### src/rtl/pid_loop_filter.sv
`timescale 1ns/1ps
// pid_loop_filter: PI/PID loop filter for the GPSDO disciplining loop.
// Each accepted Measure_Done runs a fixed IDLE->ERR->INT->MAC->OUT sequence
// and turns one phase sample into a clamped OCXO PWM duty word. Also keeps
// lock qualification, integrator anti-windup and overrun reporting.
module pid_loop_filter #(
  parameter int PHASE_W  = 24,
  parameter int ERR_W    = 16,
  parameter int DUTY_W   = 16,
  parameter int ACC_W    = 48,
  parameter int TARGET   = 1_000_000,
  parameter int KP       = 500,
  parameter int KI       = 10,
  parameter int KD       = 0,
  parameter int SHIFT    = 0,
  parameter int ERR_LIM  = 100,
  parameter int INT_LIM  = 100,
  parameter int DUTY_MID = 32768,
  parameter int LOCK_TH  = 20,
  parameter int LOCK_CNT = 8
) (
  input  logic               CLK_SYS,
  input  logic               CLK_RST,
  input  logic [PHASE_W-1:0] Measure_Phase,
  input  logic               Measure_Done,
  input  logic               Hold,
  output logic [DUTY_W-1:0]  PWM_Duty,
  output logic               Duty_Valid,
  output logic [ERR_W-1:0]   Err_Out,
  output logic               Led_Lock,
  output logic               Busy,
  output logic               Overrun
);

  // Error is formed two bits wider than the phase so the subtraction
  // cannot wrap before saturation.
  localparam int EW  = PHASE_W + 2;
  localparam int SW  = ACC_W + 1;
  localparam int LCW = $clog2(LOCK_CNT + 1);

  localparam logic signed [EW-1:0]    TARGET_X   = EW'(TARGET);
  localparam logic signed [EW-1:0]    ERR_MAX_X  = EW'((32'sd1 <<< (ERR_W - 1)) - 32'sd1);
  localparam logic signed [EW-1:0]    ERR_MIN_X  = EW'(-(32'sd1 <<< (ERR_W - 1)));
  localparam logic signed [ACC_W-1:0] LOCK_TH_A  = ACC_W'(LOCK_TH);
  localparam logic signed [ACC_W-1:0] ERR_LIM_A  = ACC_W'(ERR_LIM);
  localparam logic signed [ACC_W-1:0] INT_LIM_A  = ACC_W'(INT_LIM);
  localparam logic signed [ACC_W-1:0] KP_A       = ACC_W'(KP);
  localparam logic signed [ACC_W-1:0] KI_A       = ACC_W'(KI);
  localparam logic signed [ACC_W-1:0] KD_A       = ACC_W'(KD);
  localparam logic signed [SW-1:0]    DUTY_MID_S = SW'(DUTY_MID);
  localparam logic signed [SW-1:0]    DUTY_MAX_S = {{(SW-DUTY_W){1'b0}}, {DUTY_W{1'b1}}};
  localparam logic [DUTY_W-1:0]       DUTY_RST   = DUTY_W'(DUTY_MID);
  localparam logic [LCW-1:0]          LOCK_FULL  = LCW'(LOCK_CNT);

  typedef enum logic [2:0] {
    ST_IDLE = 3'd0,
    ST_ERR  = 3'd1,
    ST_INT  = 3'd2,
    ST_MAC  = 3'd3,
    ST_OUT  = 3'd4
  } state_t;

  // Saturate the wide phase error into the ERR_W signed range.
  function automatic logic signed [ERR_W-1:0] sat_err(input logic signed [EW-1:0] d);
    logic signed [EW-1:0] r;
    if (d > ERR_MAX_X) begin
      r = ERR_MAX_X;
    end else if (d < ERR_MIN_X) begin
      r = ERR_MIN_X;
    end else begin
      r = d;
    end
    return r[ERR_W-1:0];
  endfunction

  // Sign-extend an error word to the accumulator width.
  function automatic logic signed [ACC_W-1:0] sext_err(input logic signed [ERR_W-1:0] e);
    return {{(ACC_W-ERR_W){e[ERR_W-1]}}, e};
  endfunction

  // Symmetric clamp of the integrator to +/-INT_LIM.
  function automatic logic signed [ACC_W-1:0] clamp_int(input logic signed [ACC_W-1:0] v);
    logic signed [ACC_W-1:0] r;
    if (v > INT_LIM_A) begin
      r = INT_LIM_A;
    end else if (v < -INT_LIM_A) begin
      r = -INT_LIM_A;
    end else begin
      r = v;
    end
    return r;
  endfunction

  state_t                    state_r, state_next_s;
  logic [PHASE_W-1:0]        phase_r;
  logic                      hold_r;
  logic signed [ERR_W-1:0]   err_r, err_prev_r;
  logic signed [ACC_W-1:0]   integ_r, acc_r;
  logic                      sat_hi_r, sat_lo_r;
  logic [LCW-1:0]            lock_cnt_r;
  logic                      led_lock_r;
  logic [DUTY_W-1:0]         duty_r;
  logic                      duty_valid_r, busy_r, overrun_r;

  logic signed [EW-1:0]      diff_s;
  logic signed [ERR_W-1:0]   e_new_s;
  logic signed [ACC_W-1:0]   e_new_x_s, e_x_s, eprev_x_s, int_sum_s, int_clamp_s, mac_s, acc_next_s;
  logic                      lock_hit_s, int_skip_s, e_pos_s, e_neg_s;
  logic [LCW-1:0]            lock_cnt_next_s;
  logic signed [SW-1:0]      sum_s;
  logic [DUTY_W-1:0]         duty_next_s;
  logic                      sat_hi_next_s, sat_lo_next_s;

  // Next-state logic: fixed one-state-per-cycle walk after a strobe.
  always_comb begin
    state_next_s = state_r;
    case (state_r)
      ST_IDLE: begin
        if (Measure_Done) begin
          state_next_s = ST_ERR;
        end else begin
          state_next_s = ST_IDLE;
        end
      end
      ST_ERR:  state_next_s = ST_INT;
      ST_INT:  state_next_s = ST_MAC;
      ST_MAC:  state_next_s = ST_OUT;
      ST_OUT:  state_next_s = ST_IDLE;
      default: state_next_s = ST_IDLE;
    endcase
  end

  // Datapath: error/lock, integrator, MAC and duty clamp computed from registers.
  always_comb begin
    diff_s     = {{2{phase_r[PHASE_W-1]}}, phase_r} - TARGET_X;
    e_new_s    = sat_err(diff_s);
    e_new_x_s  = sext_err(e_new_s);
    lock_hit_s = (e_new_x_s <= LOCK_TH_A) && (e_new_x_s >= -LOCK_TH_A);
    lock_cnt_next_s = lock_cnt_r;
    if (!lock_hit_s) begin
      lock_cnt_next_s = {LCW{1'b0}};
    end else if (lock_cnt_r < LOCK_FULL) begin
      lock_cnt_next_s = lock_cnt_r + {{(LCW-1){1'b0}}, 1'b1};
    end else begin
      lock_cnt_next_s = lock_cnt_r;
    end

    // Integration stops while the output is pinned in the same direction.
    e_x_s       = sext_err(err_r);
    e_neg_s     = err_r[ERR_W-1];
    e_pos_s     = !err_r[ERR_W-1] && (err_r != {ERR_W{1'b0}});
    int_sum_s   = integ_r + e_x_s;
    int_clamp_s = clamp_int(int_sum_s);
    int_skip_s  = hold_r || (e_x_s > ERR_LIM_A) || (e_x_s < -ERR_LIM_A) ||
                  (sat_hi_r && e_pos_s) || (sat_lo_r && e_neg_s);

    eprev_x_s  = sext_err(err_prev_r);
    mac_s      = (KP_A * e_x_s) + (KI_A * integ_r) + (KD_A * (e_x_s - eprev_x_s));
    acc_next_s = mac_s >>> SHIFT;

    sum_s         = SW'(acc_r) + DUTY_MID_S;
    duty_next_s   = sum_s[DUTY_W-1:0];
    sat_hi_next_s = 1'b0;
    sat_lo_next_s = 1'b0;
    if (sum_s[SW-1]) begin
      duty_next_s   = {DUTY_W{1'b0}};
      sat_lo_next_s = 1'b1;
    end else if (sum_s > DUTY_MAX_S) begin
      duty_next_s   = {DUTY_W{1'b1}};
      sat_hi_next_s = 1'b1;
    end else begin
      duty_next_s   = sum_s[DUTY_W-1:0];
    end
  end

  // State register.
  always_ff @(posedge CLK_SYS or negedge CLK_RST) begin
    if (!CLK_RST) begin
      state_r <= ST_IDLE;
    end else begin
      state_r <= state_next_s;
    end
  end

  // Per-state register updates plus registered status pulses.
  always_ff @(posedge CLK_SYS or negedge CLK_RST) begin
    if (!CLK_RST) begin
      phase_r      <= {PHASE_W{1'b0}};
      hold_r       <= 1'b0;
      err_r        <= {ERR_W{1'b0}};
      err_prev_r   <= {ERR_W{1'b0}};
      integ_r      <= {ACC_W{1'b0}};
      acc_r        <= {ACC_W{1'b0}};
      sat_hi_r     <= 1'b0;
      sat_lo_r     <= 1'b0;
      lock_cnt_r   <= {LCW{1'b0}};
      led_lock_r   <= 1'b0;
      duty_r       <= DUTY_RST;
      duty_valid_r <= 1'b0;
      busy_r       <= 1'b0;
      overrun_r    <= 1'b0;
    end else begin
      duty_valid_r <= 1'b0;
      busy_r       <= (state_next_s != ST_IDLE);
      overrun_r    <= Measure_Done && (state_r != ST_IDLE);
      case (state_r)
        ST_IDLE: begin
          if (Measure_Done) begin
            phase_r <= Measure_Phase;
            hold_r  <= Hold;
          end
        end
        ST_ERR: begin
          err_r      <= e_new_s;
          lock_cnt_r <= lock_cnt_next_s;
          led_lock_r <= (lock_cnt_next_s == LOCK_FULL);
        end
        ST_INT: begin
          if (!int_skip_s) begin
            integ_r <= int_clamp_s;
          end
        end
        ST_MAC: begin
          acc_r      <= acc_next_s;
          err_prev_r <= err_r;
        end
        ST_OUT: begin
          if (!hold_r) begin
            duty_r       <= duty_next_s;
            sat_hi_r     <= sat_hi_next_s;
            sat_lo_r     <= sat_lo_next_s;
            duty_valid_r <= 1'b1;
          end
        end
        default: begin
          busy_r <= 1'b0;
        end
      endcase
    end
  end

  assign PWM_Duty   = duty_r;
  assign Duty_Valid = duty_valid_r;
  assign Err_Out    = err_r;
  assign Led_Lock   = led_lock_r;
  assign Busy       = busy_r;
  assign Overrun    = overrun_r;

endmodule

### config.mk
export PLATFORM = sky130hd
export DESIGN_NAME = pid_loop_filter
export DESIGN_NICKNAME = d
export VERILOG_FILES = /design/src/rtl/pid_loop_filter.sv
export SDC_FILE = /design/constraint.sdc
export NUM_CORES = 1
export LEC_CHECK = 0
export CORE_UTILIZATION = 25
export CTS_CLUSTER_SIZE = 8
export DETAILED_ROUTE_END_ITERATION = 10
export HOLD_SLACK_MARGIN = 0.06
export PLACE_DENSITY = 0.49
export SLEW_MARGIN = 5
export SYNTH_ARGS = -nofsm -noshare
export SYNTH_HDL_FRONTEND = slang
export SYNTH_SLANG_ARGS = --single-unit
### constraint.sdc
create_clock -name CLK_SYS -period 14.1 [get_ports CLK_SYS]
set_input_delay 2.82 -clock CLK_SYS [delete_from_list [all_inputs] [get_ports CLK_SYS]]
set_output_delay 2.82 -clock CLK_SYS [all_outputs]
set_load 0.05 [all_outputs]
==> results of run 1 <==
-- cells by family (layout without fill, tap and decap cells) --
kind of cell	count (synthesis)	in the layout
fa+ha+maj	322	322
simple gates	671	671
flops	164	164
xor+xnor	168	168
compound gates	670	670
mux	32	32
buf+inv	287	322
-- cell type report --
| type | instances | area [um^2] |
|---|---|---|
| clock buffers | 17 | 425 |
| clock inverters | 15 | 221 |
| fillers | 8132 | 54400 |
| inverters | 217 | 815 |
| multi-input cells | 1863 | 14000 |
| flip-flops and latches | 164 | 4110 |
| well taps | 1030 | 1290 |
| repair buffers | 73 | 707 |
-- metrics by stage --
step | cell area, um^2 | cells
after floorplan | 19200 | 2314
after global placement | 20900 | 3347
after detailed placement | 20900 | 3347
after CTS | 21500 | 3379
after global routing | 21500 | 3379
final | 21500 | 3379
-- state kept, by name, indices dropped and copies added, names as in the netlist --
| signal | count |
|---|---|
| sat_lo_r | 1 |
| Led_Lock | 1 |
| state_r | 3 |
| Overrun | 1 |
| PWM_Duty | 16 |
| lock_cnt_r | 4 |
| hold_r | 1 |
| phase_r | 24 |
| Duty_Valid | 1 |
| acc_r | 47 |
| Err_Out | 16 |
| integ_r | 48 |
| Busy | 1 |
-- how the worst max path moves through the flow --
stage / start / to / slack, ps / cells past startpoint
after floorplan: Err_Out[15] / acc_r[43] / 5950 / 26
after global placement: Err_Out[15] / acc_r[43] / 5700 / 26
after detailed placement: Err_Out[3] / acc_r[43] / 5510 / 33
after CTS: Err_Out[3] / acc_r[43] / 5460 / 33
after global routing: Err_Out[2] / acc_r[45] / 4880 / 33
final: Err_Out[3] / acc_r[43] / 5380 / 33
-- tightest hold or removal path: stages, from the launching register on --
cell                      delay, ps
sky130_fd_sc_hd__dfrtp_1        350
sky130_fd_sc_hd__nand2_1         50
sky130_fd_sc_hd__o21ai_0         60
-- layer usage --
layer / vias up / wire (um) / track usage (%)
li1: 8316 / - / -
met1: 7778 / 26600 / 19.3
met3: 48 / 1370 / 1.64
met4: 0 / 1060 / 4.54
met2: 259 / 24800 / 23.3
met5: - / 0 / 0
-- synthesized netlist by cell type, drive strengths merged (6+ instances only) --
master / count
a31oi: 27
and2: 13
nand3: 43
mux2i: 7
xor2: 68
nor4b: 6
buf: 13
a311oi: 6
o41ai: 6
a2111oi: 12
o21a: 17
and3: 26
or3: 7
a211oi: 32
or2: 12
a221oi: 7
or4: 10
a21boi: 11
and4: 11
a21oi: 161
nand4: 32
ha: 260
o21bai: 17
a221o: 6
nor2b: 35
o211ai: 20
xnor2: 100
dfrtp: 163
mux2: 25
fa: 61
o31ai: 31
nand2: 253
a21o: 79
nor4: 12
nand2b: 17
nor3b: 6
a211o: 7
o21ai: 184
clkbuf: 57
inv: 216
nor3: 34
nor2: 141
==> parameters.txt, run 1 <==
Parameter                              Value

Critical path
  Required time of the critical path    around 14,000 ps
  Kind of capture point of the worst setup path    flop
  Reg2Reg Launch Point    Err_Out[3]
  Reg-to-reg critical path endpoint    acc_r[43]
  Standard cell with the maximum stage delay on the critical path    sky130_fd_sc_hd__dfrtp_1
  Critical path fanouts, max    8
  Worst endpoint data arrival time    approximately 9100 ps
  Slack of the worst reg-to-reg path    about 5400 ps
  Cell repeated most along the worst path    sky130_fd_sc_hd__a21oi_1
  Startpoint kind of the worst setup timing path    flop
  Crit path kind    flop to flop
  Delay of the slowest critical-path stage    ~600 ps
  Dominant delay contributor by cell family on the critical path    compound AO/OA/AOI/OAI gates
  Depth of the most critical reg-to-reg path    33
  Crit path buffers/inverters    4

Floorplanning
  Standard cell core area    around 0.076 mm^2
  Die height    279 um
  I/O pins    64
  Die Area    0.0779 mm^2
  Die width    about 280 um
  Initial standard-cell utilization of the core    25.3%
  Cell Rows    around 100

Synthesis
  Synth Area in Compound Gates    22.9%
  Number of enable-type register cells in the synthesized netlist    0
  Count of different cell masters after synthesis    102
  Area leader, netlist    sky130_fd_sc_hd__dfrtp_1
  Fraction of the mapped netlist area in simple logic gates    16.8%
  Area contributors post-synth    sky130_fd_sc_hd__dfrtp_1 21%, sky130_fd_sc_hd__ha_1 17%, sky130_fd_sc_hd__fa_1 6.4%
  Synth Flop Type    sky130_fd_sc_hd__dfrtp_1
  Fraction of synthesized cell area in xor and xnor cells    approximately 8%
  Async set-reset flop share out of synthesis    100%
  Dominant combinational cell family by area after synthesis    adder cells
  Synth top area share    between 20% and 30%
  Share of the yosys chip area belonging to registers    between 20% and 30%
  Post-synthesis mux area share    1.83%
  Area of the mapped netlist    around 0.019 mm^2
  Net count after synthesis    about 2.7k
  Adder and majority cell fraction of the synthesized area    between 20% and 30%
  Synthesized area divided by synthesized cell count    just over 8 um^2
  Cells after Synth    around 2.3k
  Warnings from Yosys    0
  #FFs+latches synth    approximately 160

Clock tree
  H-tree levels    4
  Post-CTS Repair Setup Buffers    0
  # hold bufs at CTS    0
  Clk_lat worst skew    roughly 500 ps
  Root Buffer Master    sky130_fd_sc_hd__clkbuf_16
  CTS-repair resized insts    0
  # clock sinks    ~160
  CTS tree    done
  Buffer levels on the longest clock path    2
  Register clock-pin slew on the reported worst setup and hold paths    approximately 80 ps
  Clock buffers created by TritonCTS    17

Hold path
  Hold Path Depth    2
  Worst min-delay path endpoint    acc_r[5]
  Worst hold path type    flop to flop
  Hold_sp    acc_r[5]

Finish
  Diode count    0
  Leading cell types in the layout, fill and taps excluded    260 x sky130_fd_sc_hd__ha_1, 253 x sky130_fd_sc_hd__nand2_1, 215 x sky130_fd_sc_hd__inv_1
  Most frequent standard cell in the layout excluding fill and tap cells    sky130_fd_sc_hd__ha_1
  Share of post-route cells with drive strength above 1    approximately 5%
  Number of nets in the layout    2,685
  Utilization of the core after routing    between 20% and 30%
  Area Growth Syn to Fin    12.2%

Outcome
  Result of the run    finished clean

Place
  Worst setup slack before clock tree synthesis    5510 ps
  Final weighted congestion of routability-driven global placement    ~0.87
  Count of input and output buffers    63
  Post-DP HPWL    approximately 44,000 um

Global route
  Vias in the first global route    about 17k
  Maximum number of pins on one net before global-route repair    70
  Number of antenna violations at the first check in global routing    0
  Wire length of the first global-routing pass    89,500 um
  Total global-route track usage    approximately 14%
  Leftover overflow at the end of global routing    0

Timing
  Final Critical Period    8720 ps
  Number of hold violations in the final report    0
  Worst-case headroom to the max-slew limit    roughly 30%
  Min setup slack post-route    about 5400 ps
  Worst hold margin    around 480 ps
  Slew at the pin closest to its max-slew limit    about 1000 ps
  Final count of pins violating max slew    0
  Unrepaired setup endpoints after global routing    no
  Setup Viol. Count Final    0
  Fin Clk Skew    about 17 ps
  Peak clock frequency supported by timing    roughly 0.11 GHz
  Post-route fraction of the period consumed by the critical path    between 60% and 70%
  Setup tns final    0 ps

Drt
  First-pass DRT Iterations    5
  DRC    0
  Per-cell via count in the routed design    4.85
  DRC violation total after the first TritonRoute iteration    ~1.0k
  WL/cell    approximately 16 um
  Number of nets with antenna violations after detailed routing    0
  Final routed wirelength across all metal layers    approximately 54,000 um
  Via count    ~16k

Job
  Max cap viols    0
Power of run 1 is left out: the tool's default activity adds up to more than one toggle a clock period on the data nets, which glitch-free logic cannot reach.
==> run 2: changes to the inputs <==
clock period = 8.84 ns   (was 14.1 ns; I/O delays follow)
==> parameters.txt, run 2 (synthesis results as in run 1) <==
Parameter                              Value

Global route
  Leftover overflow at the end of global routing    0 (unchanged)
  Vias in the first global route    16.8k (+1.4%)
  Wire length of the first global-routing pass    89,300 um (-0.16%)
  Total global-route track usage    14.1% (-0.061 points)
  Number of antenna violations at the first check in global routing    0 (unchanged)
  Maximum number of pins on one net before global-route repair    65 (-7.1%)

Critical path
  Worst endpoint data arrival time    8530 ps (-560 ps)
  Kind of capture point of the worst setup path    flop
  Crit path kind    flop to flop
  Critical path fanouts, max    7 (-1)
  Required time of the critical path    9180 ps (-5290 ps)
  Delay of the slowest critical-path stage    540 ps (-60 ps)
  Startpoint kind of the worst setup timing path    flop
  Standard cell with the maximum stage delay on the critical path    sky130_fd_sc_hd__dfrtp_1
  Cell repeated most along the worst path    sky130_fd_sc_hd__a21oi_1

Outcome
  Result of the run    finished clean

Floorplanning
  Initial standard-cell utilization of the core    25.3% (unchanged)
  Standard cell core area    0.0759 mm^2 (unchanged)
  Die width    279 um (unchanged)
  Die Area    0.0779 mm^2 (unchanged)
  Cell Rows    101 (unchanged)
  I/O pins    64 (unchanged)
  Die height    279 um (unchanged)

Finish
  Filler cell count in the final layout    8,125 (-0.086%)
  Diode count    0 (unchanged)
  Registers with the most flip-flops    integ_r x48, acc_r x47, phase_r x24
  Top reg by flops    integ_r
  Max reg flops    48 (unchanged)
  Leading cell types in the layout, fill and taps excluded    259 x sky130_fd_sc_hd__ha_1, 253 x sky130_fd_sc_hd__nand2_1, 215 x sky130_fd_sc_hd__inv_1
  Area used by sequential logic in the layout    0.00411 mm^2 (about the same)
  Combined area of the multi-input logic cells    0.0140 mm^2 (about the same)
  Summed area of non-filler cells in the final layout    0.0215 mm^2 (about the same)
  Most frequent standard cell in the layout excluding fill and tap cells    sky130_fd_sc_hd__ha_1
  Share of post-route cells with drive strength above 1    5.27% (+0.29 points)
  Area Growth Syn to Fin    12.3% (about the same)
  Number of nets in the layout    2,689 (+0.15%)

Place
  Count of input and output buffers    63 (unchanged)
  Final weighted congestion of routability-driven global placement    0.866 (-0.73%)
  Area after detailed placement    0.0209 mm^2 (+0.16%)
  Post-DP HPWL    43,800 um (-0.30%)

Drt
  Final routed wirelength across all metal layers    53,800 um (about the same)
  DRC violation total after the first TritonRoute iteration    947 (-5.5%)
  DRC    0 (unchanged)
  Per-cell via count in the routed design    4.86 (+0.13%)
  Via count    16.4k (+0.25%)
  First-pass DRT Iterations    5 (unchanged)
  WL/cell    15.9 um (-0.19%)
  Number of nets with antenna violations after detailed routing    0 (unchanged)

Clock tree
  Root Buffer Master    sky130_fd_sc_hd__clkbuf_16
  # clock sinks    164 (unchanged)
  CTS tree    done
  Clock buffers created by TritonCTS    17 (unchanged)
  Register clock-pin slew on the reported worst setup and hold paths    80 ps (about the same)
  Post-CTS Repair Setup Buffers    0 (unchanged)
  Clk_lat worst skew    490 ps (about the same)
  H-tree levels    4 (unchanged)
  Buffer levels on the longest clock path    2 (unchanged)

Timing
  Setup tns final    0 ps (unchanged)
  Number of hold violations in the final report    0 (unchanged)
  Unrepaired setup endpoints after global routing    no
  Final Critical Period    8180 ps (-543 ps)
  Slew at the pin closest to its max-slew limit    980 ps (-59.2 ps)
  Final count of pins violating max slew    0 (unchanged)
  Post-route fraction of the period consumed by the critical path    92.5% (+31 points)
  Worst hold margin    481 ps (-2.52 ps)
  Worst-case headroom to the max-slew limit    34.4% (+4.0 points)
  Fin Clk Skew    14.8 ps (-2.68 ps)
  Setup Viol. Count Final    0 (unchanged)
  Peak clock frequency supported by timing    0.122 GHz (+6.6%)

Hold path
  Worst hold path type    flop to flop

Job
  Max cap viols    0 (unchanged)
==> run 2: metal layers <==
metal | part of all wire (%) | up-vias | GRT usage (%)
met5 | 0 | - | 0
met4 | 2.2 | 0 | 4.95
met3 | 2.2 | 52 | 1.47
met2 | 47 | 225 | 23.6
met1 | 49 | 7847 | 18.8
li1 | - | 8318 | -
==> run 2: worst paths after layout <==
kind | startpoint | end | slack, ps | cells past startpoint
worst min-delay path | acc_r[2] | acc_r[2] | 480 | 2
min in group asynchronous | CLK_RST | phase_r[19] | 1160 | 1
max in group asynchronous | CLK_RST | integ_r[43] | 6430 | 2
worst max-delay path | Err_Out[5] | acc_r[40] | 660 | 32
worst min register to register | acc_r[2] | acc_r[2] | 480 | 2
worst max register to register | Err_Out[5] | acc_r[40] | 660 | 32
==> run 2: worst max-delay path, delay by kind of cell (launching register included) <==
| family | cells | cell delay [ps] |
|---|---|---|
| AO/OA/AOI/OAI | 16 | 3390 |
| adder cells (fa/ha/maj) | 6 | 2750 |
| AND/OR/NAND/NOR | 3 | 590 |
| flip-flops | 1 | 540 |
| buffers and inverters | 5 | 480 |
| multiplexers | 1 | 190 |
| XOR/XNOR | 1 | 90 |
==> run 2: layout make-up <==
cell class              instances  share of cell area (%)
inverters                     217                    3.78
clock inverters                15                   0.947
multi-input cells            1863                    64.8
flip-flops and latches        164                    19.1
clock buffers                  17                    1.97
well taps                    1030                    5.98
repair buffers                 77                    3.42
==> run 2: repair_timing <==
action,in CTS,in global routing
setup endpoints to repair,0,5
hold buffers,0,0
resized for setup,0,2
==> run 2: stage by stage <==
stage                     utilization (%)  worst slack (ps)  cells
after floorplan                         -               688   2314
after global placement               27.5               511   3351
after detailed placement             27.5               530   3351
after CTS                            28.4               473   3383
after global routing                 28.4              27.9   3383
final                                28.4               659   3383
Power of run 2 is left out for the same reason.
